==> config.mk <==
export PLATFORM = sky130hd
export DESIGN_NAME = seq_detect_param
export DESIGN_NICKNAME = d
export VERILOG_FILES = /design/src/rtl/seq_detect_pkg.sv /design/src/rtl/seq_det_sat_cnt.sv /design/src/rtl/seq_detect_param.sv
export SDC_FILE = /design/constraint.sdc
export NUM_CORES = 1
export LEC_CHECK = 0
export CORE_MARGIN = 1.5
export CORE_UTILIZATION = 52
export DETAILED_ROUTE_END_ITERATION = 12
export GPL_TIMING_DRIVEN = 0
export PLACE_DENSITY = 0.84
export SLEW_MARGIN = 10
export SYNTH_ARGS = -nofsm -noshare
export SYNTH_HDL_FRONTEND = slang
export SYNTH_SLANG_ARGS = --single-unit
==> constraint.sdc <==
create_clock -name clk -period 5.6 [get_ports clk]
set_input_delay 0.56 -clock clk [delete_from_list [all_inputs] [get_ports clk]]
set_output_delay 0.56 -clock clk [all_outputs]
set_load 0.1 [all_outputs]
==> src/rtl/seq_detect_pkg.sv <==
// Shared types and constants for the parameterised serial sequence detector.
// Holds the two-state FSM encoding and the legal pattern-length bounds.
package seq_detect_pkg;

  typedef enum logic {
    S_IDLE = 1'b0,
    S_RUN  = 1'b1
  } state_t;

  // PAT_W_MIN also serves as the shortest legal runtime pattern length.
  localparam int PAT_W_MIN = 2;
  localparam int PAT_W_MAX = 32;

endpackage

==> src/rtl/seq_det_sat_cnt.sv <==
// Saturating up-counter for detection events; clr wins over inc and the
// count sticks at all-ones instead of wrapping.
module seq_det_sat_cnt #(
  parameter int CNT_W = 16
) (
  input  logic             clk,
  input  logic             rst,
  input  logic             inc,
  input  logic             clr,
  output logic [CNT_W-1:0] cnt
);

  always_ff @(posedge clk or posedge rst) begin
    if (rst) begin
      cnt <= '0;
    end else if (clr) begin
      cnt <= '0;
    end else if (inc && (cnt != {CNT_W{1'b1}})) begin
      cnt <= cnt + 1'b1;
    end
  end

endmodule

==> src/rtl/seq_detect_param.sv <==
// Runtime-configurable serial pattern detector (overlapping or not).
// Define SEQ_DETECT_CNT_EN to build the saturating match counter.
module seq_detect_param
  import seq_detect_pkg::*;
#(
  parameter int PAT_W = 8,
  parameter int CNT_W = 16,
  parameter int LEN_W = $clog2(PAT_W + 1)
) (
  input  logic             clk,
  input  logic             rst,
  input  logic             in_vld,
  input  logic             in_bit,
  input  logic             cfg_load,
  input  logic [PAT_W-1:0] pat,
  input  logic [LEN_W-1:0] pat_len,
  input  logic             overlap,
  input  logic             cnt_clr,
  output logic             match,
  output logic             cfg_err,
  output logic             armed,
  output logic [CNT_W-1:0] match_cnt
);

  state_t           state, state_nxt;
  logic [PAT_W-1:0] hist, hist_nxt, pat_q, len_mask;
  logic [LEN_W-1:0] fill, fill_nxt, len;
  logic             overlap_q;
  logic             len_ok, accept, det;

  assign len_ok = (pat_len >= LEN_W'(PAT_W_MIN)) && (pat_len <= LEN_W'(PAT_W));

  always_ff @(posedge clk or posedge rst) begin
    if (rst) state <= S_IDLE;
    else     state <= state_nxt;
  end

  always_comb begin
    state_nxt = state;
    if (cfg_load) state_nxt = len_ok ? S_RUN : S_IDLE;
  end

  // cfg_load takes precedence, so a coincident data bit is never shifted in.
  always_comb begin
    armed    = (state == S_RUN);
    accept   = armed && in_vld && !cfg_load;
    hist_nxt = {hist[PAT_W-2:0], in_bit};
    fill_nxt = (fill == LEN_W'(PAT_W)) ? fill : fill + 1'b1;
    len_mask = '0;
    for (int i = 0; i < PAT_W; i++) len_mask[i] = (32'(i) < 32'(len));
    det      = accept && (fill_nxt >= len) && (((hist_nxt ^ pat_q) & len_mask) == '0);
  end

  always_ff @(posedge clk or posedge rst) begin
    if (rst) begin
      hist      <= '0;
      fill      <= '0;
      pat_q     <= '0;
      len       <= '0;
      overlap_q <= 1'b0;
      cfg_err   <= 1'b0;
      match     <= 1'b0;
    end else begin
      match <= det;
      if (cfg_load) begin
        pat_q     <= pat;
        len       <= pat_len;
        overlap_q <= overlap;
        cfg_err   <= !len_ok;
        hist      <= '0;
        fill      <= '0;
      end else if (accept) begin
        hist <= hist_nxt;
        fill <= (det && !overlap_q) ? '0 : fill_nxt;
      end
    end
  end

`ifdef SEQ_DETECT_CNT_EN
  seq_det_sat_cnt #(.CNT_W(CNT_W)) u_cnt (
    .clk (clk),
    .rst (rst),
    .inc (det),
    .clr (cnt_clr),
    .cnt (match_cnt)
  );
`else
  logic unused_cnt_clr;
  assign unused_cnt_clr = cnt_clr;
  assign match_cnt      = '0;
`endif

endmodule

==> results of run 1 <==
## placed cells by master, fill, tap and decap left out
cell             Yosys  routed
a2111oi_4            1       1
a211oi_1             1       1
a21oi_1             10      10
a22o_1               1       1
a31o_1               2       2
a32o_1               3       3
and2_1               1       1
buf_2                2       2
buf_4               16      16
buf_6                1       1
clkbuf_1             2       3
clkbuf_4             0       3
clkdlybuf4s50_1      0      20
conb_1               1      16
dfrtp_1             27      27
ha_1                 6       6
inv_1                9       9
mux2_2              10      10
nand2_1             21      21
nand2b_1             1       1
nand3_1              2       2
nand3b_1             1       1
nand4b_1             1       1
nor2_1               5       5
nor3_1               3       3
nor3_2               1       1
nor3b_1              1       1
nor4b_2              1       1
o211ai_1             1       1
o21a_1               2       2
o21ai_0              6       6
o22ai_1              2       2
o22ai_2              1       1
xnor2_1              9       9
xor2_1               1       1
## metal layers
layer | track usage | up-vias | routed length (um)
li1 | - | 562 | -
met4 | 0.08638 | 0 | 88
met3 | 0.02721 | 9 | 119
met5 | 0 | - | 0
met1 | 0.2522 | 551 | 1130
met2 | 0.3669 | 28 | 1595
## stage by stage
step	worst slack [ps]	instances	power, mW	hold WS, ps
after global placement	3397	218	0.3701	502.7
after detailed placement	3344	218	0.3750	524.1
after global routing	3079	222	0.4792	579.8
after CTS	3140	222	0.4590	557.9
final	3148	222	0.4564	552.5
after floorplan	3511	167	0.3439	501.1
## sequential cells by signal, summed over array words and instances, names as in the netlist
name,flops
pat_q,8
hist,7
fill,4
len,4
armed,1
cfg_err,1
match,1
overlap_q,1
## cells by family (layout without fill, tap and decap cells)
kind of cell | Yosys count | after routing | synth area share
other | 1 | 16 | 0.002435
muxes | 10 | 10 | 0.07311
and+or+nand+nor | 38 | 38 | 0.1194
adders and majority gates | 6 | 6 | 0.04874
AOI/OAI and AO/OA | 30 | 30 | 0.1422
DFF | 27 | 27 | 0.4387
xor gates and xnor gates | 10 | 10 | 0.05687
buffers and inverters | 30 | 54 | 0.1186
## final cells by class
class,instances,area [um^2],area share
Inverter,9,33.78,0.01815
Sequential cell,27,675.6,0.3629
Tap cell,31,38.79,0.02083
Buffer,21,148.9,0.07997
Clock buffer,4,26.28,0.01411
Multi-Input combinational cell,110,738.2,0.3965
Timing Repair Buffer,20,200.2,0.1075
## power by group through the flow
stage          combinational [mW]  clock, mW  sequential, mW
2_1_floorplan               0.112          0           0.232
3_3_place_gp                0.148          0           0.222
3_5_place_dp                0.152          0           0.223
4_1_cts                     0.152     0.0874           0.219
5_1_grt                     0.163     0.0947           0.222
6_report                    0.152     0.0853           0.219
## final timing paths
kind / startpoint / to / slack, ps
max: armed / armed / 3150
min: pat_q[5] / pat_q[5] / 550
max reg2reg: fill[0] / fill[2] / 3330
min reg2reg: pat_q[5] / pat_q[5] / 550
max in group asynchronous: rst / pat_q[5] / 4220
min in group asynchronous: rst / hist[5] / 770
## synthesized netlist by cell type, drive strengths merged (2+ instances only)
cell type / instances / area, um^2
ha: 6 / 75.07
a32o: 3 / 30.03
clkbuf: 2 / 7.510
dfrtp: 27 / 675.7
o21a: 2 / 15.01
a21oi: 10 / 50.05
nor2: 5 / 18.77
a31o: 2 / 17.52
nor3: 4 / 25.02
nand2: 21 / 78.83
mux2: 10 / 112.6
buf: 19 / 141.4
o21ai: 6 / 30.03
nand3: 2 / 10.01
xnor2: 9 / 78.83
inv: 9 / 33.78
o22ai: 3 / 25.02
==> PnR_summary.wiki, run 1 <==
{| class="wikitable"
! Metric !! Value
|-
| Post-CTS setup repair buffer count || 0
|-
| Levels on crit path || 1
|-
| Fmax || 0.4078 GHz
|-
| DR vias || 1150
|-
| Clock buffers created by TritonCTS || 3
|-
| Root Driver || clkbuf_4
|-
| Area Overhead vs Synth || 20.88%
|-
| Startpoint types || flop
|-
| Maximum number of pins on one net before global-route repair || 28
|-
| Setup skew after layout || 2.409 ps
|-
| Remaining global-route overflow || 0
|-
| Run status || complete, no violations
|-
| Main flop type after synthesis || dfrtp_1
|-
| Ratio of cells with drive above 1 in the final layout || 0.1885
|-
| Boundary Pins || 38
|-
| Remaining routing DRC violations || 0
|-
| Net switching power figure || 167.5 uW
|-
| Clock-pin slew of the registers on the worst-case setup and hold paths || 140 ps
|-
| Fin crit share || 0.4378
|-
| Number of failing setup endpoints in the final timing report || 0
|-
| Post-cts gate resize count || 0
|-
| Final net count || 217
|-
| Post-synth EDFFs || 0
|-
| Worst path buffer plus inverter count || 1
|-
| Longest individual stage delay on the worst path || 1150 ps
|-
| Cell count of the worst hold path || 1
|-
| Number of hold violations in the final report || 0
|-
| FF+latch count, synth || 27
|-
| Number of sinks handled by clock tree synthesis || 27
|-
| HPWL Detailed || 2.289 mm
|-
| Number of maximum-capacitance violations || 0
|-
| RePlAce Congestion || 0.7785
|-
| Proportion of synthesized chip area in sequential cells || 0.4387
|-
| Critical-path cell with the highest stage delay || clkdlybuf4s50_1
|-
| Antenna violations before repair || 0
|-
| Maximum buffer depth of the clock tree || 2
|-
| Initial core utilization || 0.5538
|-
| Final wirelength || 2.934 mm
|-
| Fillers || 221
|-
| Cell count after synthesis || 152
|-
| Number of warnings reported in the yosys synthesis log || 0
|-
| Core ar. || 0.002781 mm^2
|-
| Static leakage power || 0.8397 nW
|-
| First-pass GRT wire length || 5.313 mm
|-
| Kind of cell adding the most delay to the critical path || buffers and inverters
|-
| Total cell area at the placement stage || 0.001836 mm^2
|-
| Unique cell type count in the Yosys netlist || 33
|-
| Hold buffer count at CTS || 0
|-
| Y dimension of the die || 57.43 um
|-
| DIE AREA || 0.003298 mm^2
|-
| # diodes || 0
|-
| Flop pwr share || 0.481
|-
| Final count of pins violating max slew || 0
|-
| Classification of the worst-slack hold path || reg2reg
|-
| Pwr Density || 245.2 mW/mm^2
|-
| Per-cell via count in the routed design || 5.180
|-
| Worst Path Class, Setup || reg2out
|-
| Skew-Pair Late Insertion Delay || 330 ps
|-
| Routed wire length per instance || 13.22 um
|-
| Initial DRC Count || 19
|-
| Period minus WS final || 2452 ps
|-
| Global Route Usage Sum || 0.2072
|-
| Via count of the first global-routing pass || 1198
|-
| Depth of the worst register-to-register path || 11
|-
| RSZ-0062 raised after global routing || false
|-
| Die Width || 57.43 um
|-
| Gate power share || 0.333
|-
| Number of optimization iterations in the first detailed-route pass || 4
|-
| Fraction of power consumed by the clock network || 0.187
|-
| Worst voltage drop across the vdd grid || 205.8 uV
|-
| Critical path endpoint category || primary output
|-
| CTS tree || done
|-
| Slew of the pin with the lowest slew margin || 1007 ps
|-
| Synth Area per Inst || 10.13 um^2
|-
| Final cell area excluding filler cells || 0.001862 mm^2
|-
| Max H-tree Level || 1
|-
| List of cells traversed by the critical path || clkdlybuf4s50_1
|-
| Fraction of power spent switching nets || 0.3670
|-
| Synth async-reset ratio || 1.000
|-
| Floorplan row count || 19
|-
| TNS Setup || 0 ps
|-
| Cell area after synthesis || 0.001540 mm^2
|-
| Arrival time worst endpoint || 1890 ps
|-
| Required time at the endpoint of the critical path || 5040 ps
|-
| Internal Power || 288.9 uW
|-
| Total of buffers placed on input and output ports || 20
|-
| Worst slew slack as a fraction of its limit || 0.3279
|-
| Max FO, Critical Path || 4
|-
| End-of-flow core utilization || 0.6694
|-
| Number of nets still failing antenna checks after routing || 0
|}
Note: power is estimated with default switching activity, not from simulation.
==> run 2, diff against run 1 <==
- CORE_UTILIZATION: 52 -> 44
- PLACE_DENSITY: 0.84 -> 0.75
- clock period: 5.6 -> 2.1 ns (I/O delays scaled with it)
==> run 2 against run 1 <==
  * Worst hold slack worse by 140 ps
  * Clock skew up 1.9 ps
  * Sequential share of layout area down 2.7 points
  * Routed wire length up 5.8%
  * Global-route usage down 3.7 points
  * Via count up 3.6%
  * Flip-flop and latch count unchanged
  * Cell area up 8.1%
  * The run now ends with negative setup slack left
  * Critical path depth up 10
  * Die area up 17%
==> PnR_summary.wiki, run 2 (same netlist as run 1, synthesis figures left out) <==
{| class="wikitable"
! Metric !! Value
|-
| Antenna violations before repair || 0
|-
| Total of buffers placed on input and output ports || 20
|-
| Number of maximum-capacitance violations || 0
|-
| Static leakage power || 0.9133 nW
|-
| Initial DRC Count || 38
|-
| Global Route Usage Sum || 0.1706
|-
| Max H-tree Level || 1
|-
| Pwr Density || 621.4 mW/mm^2
|-
| Hold buffer count at CTS || 0
|-
| DIE AREA || 0.003864 mm^2
|-
| HPWL Detailed || 2.299 mm
|-
| Y dimension of the die || 62.17 um
|-
| Final wirelength || 3.103 mm
|-
| Max FFs per register || 8
|-
| Worst path setup slack after routing || -57.35 ps
|-
| Number of failing setup endpoints in the final timing report || 2
|-
| Period minus WS final || 2157 ps
|-
| TNS Setup || -65.14 ps
|-
| Remaining routing DRC violations || 0
|-
| Worst slew slack as a fraction of its limit || 0.3301
|-
| Boundary Pins || 38
|-
| Root Driver || clkbuf_4
|-
| # diodes || 0
|-
| Worst Path Class, Setup || reg2reg
|-
| Per-cell via count in the routed design || 4.841
|-
| Critical path endpoint category || flop
|-
| Fmax || 0.4635 GHz
|-
| Remaining global-route overflow || 0
|-
| Clock-pin slew of the registers on the worst-case setup and hold paths || 140 ps
|-
| RSZ-0062 raised after global routing || true
|-
| Arrival time worst endpoint || 2420 ps
|-
| RePlAce Congestion || 0.8489
|-
| Ratio of cells with drive above 1 in the final layout || 0.2750
|-
| Hold Worst Slack || 413.6 ps
|-
| Final net count || 226
|-
| Number of cells in the design after placement || 233
|-
| Max FO, Critical Path || 2
|-
| Via count of the first global-routing pass || 1295
|-
| Post-route non-filler standard cell count || 246
|-
| Setup skew after layout || 4.266 ps
|-
| DR vias || 1191
|-
| Floorplan row count || 21
|-
| Number of optimization iterations in the first detailed-route pass || 6
|-
| Run status || finished with violations
|-
| Die Width || 62.17 um
|-
| Fin crit share || 1.027
|-
| Total chip power || 1.250 mW
|-
| Top Registers || pat_q: 8 flops, hist: 7 flops
|-
| Startpoint types || flop
|-
| Core ar. || 0.003337 mm^2
|-
| First-pass GRT wire length || 5.464 mm
|-
| Final count of pins violating max slew || 0
|-
| Most common cell after layout, fill and taps aside || dfrtp_1
|-
| Classification of the worst-slack hold path || in2async
|-
| Maximum number of pins on one net before global-route repair || 28
|-
| Clock buffers created by TritonCTS || 3
|-
| Worst voltage drop across the vdd grid || 361.8 uV
|-
| Violated checks || negative setup slack
|-
| End-of-flow core utilization || 0.6029
|-
| Area Overhead vs Synth || 30.63%
|-
| CTS tree || done
|-
| Number of hold violations in the final report || 0
|-
| Number of nets still failing antenna checks after routing || 0
|-
| Skew-Pair Late Insertion Delay || 320 ps
|-
| Fillers || 284
|-
| Number of sinks handled by clock tree synthesis || 27
|-
| Maximum buffer depth of the clock tree || 2
|-
| Most frequent cells in the layout || 27 x dfrtp_1, 25 x buf_4, 20 x nand2_1
|-
| Slew of the pin with the lowest slew margin || 1004 ps
|-
| Register bank with the most flops || pat_q
|-
| Required time at the endpoint of the critical path || 2370 ps
|-
| Routed wire length per instance || 12.61 um
|-
| Initial core utilization || 0.4616
|}
[run 2: layer usage]
layer,global-route usage,part of all wire,vias up,wire length (um)
met2,0.3179,0.54,25,1684
met5,0,0,-,0
met3,0.01630,0.022,6,67
li1,-,-,585,-
met4,0.06111,0.018,0,55
met1,0.2040,0.42,575,1295
[run 2: path summary, 6_finish.rpt]
check / slack [ps] / from / to / cells past startpoint
worst min register to register: 540 / cfg_err / cfg_err / 2
worst min-delay path: 410 / rst / pat_q[5] / 2
worst max register to register: -60 / fill[1] / fill[2] / 11
worst max-delay path: -60 / fill[1] / fill[2] / 11
max in group asynchronous: 1090 / rst / pat_q[3] / 2
min in group clk: 470 / pat_len[0] / len[0] / 3
[run 2: area by class of cell]
class	count	area [um^2]	share of cell area
buffer	21	148.9	0.07401
clock buffer	4	26.28	0.01306
inverter	9	33.78	0.01679
multi-input combinational	110	799.5	0.3974
sequential	27	675.6	0.3358
tap	46	57.56	0.02861
timing repair buffer	29	270.3	0.1343
[run 2: power by group]
part           switching, mW  total, mW  internal (mW)
combinational          0.275      0.446          0.171
clock                  0.146      0.220         0.0744
sequential            0.0308      0.584          0.554
total                  0.451       1.25          0.799
[run 2: critical path, cell delays in order (launching register included)]
cell and delay (ps):
dfrtp_1 430, inv_2 90, ha_4 140, nand2_4 60, nor2_4 100, xnor2_2 130
ha_1 250, nand2b_4 150, a2111oi_4 350, nor3_2 90, nand4b_1 150, a32o_1 190
[run 2: timing repair]
item,in CTS,in global routing
pin swaps,10,8
gates resized for setup,12,4
setup endpoints to repair,5,6
buffers inserted,8,1
[run 2: stage by stage]
stage,setup WS (ps),area (um^2)
final,-57.35,2012
after global placement,-105.9,1854
after global routing,-151.4,2012
after CTS,-35.47,1984
after floorplan,11.11,1597
after detailed placement,-204.8,1854
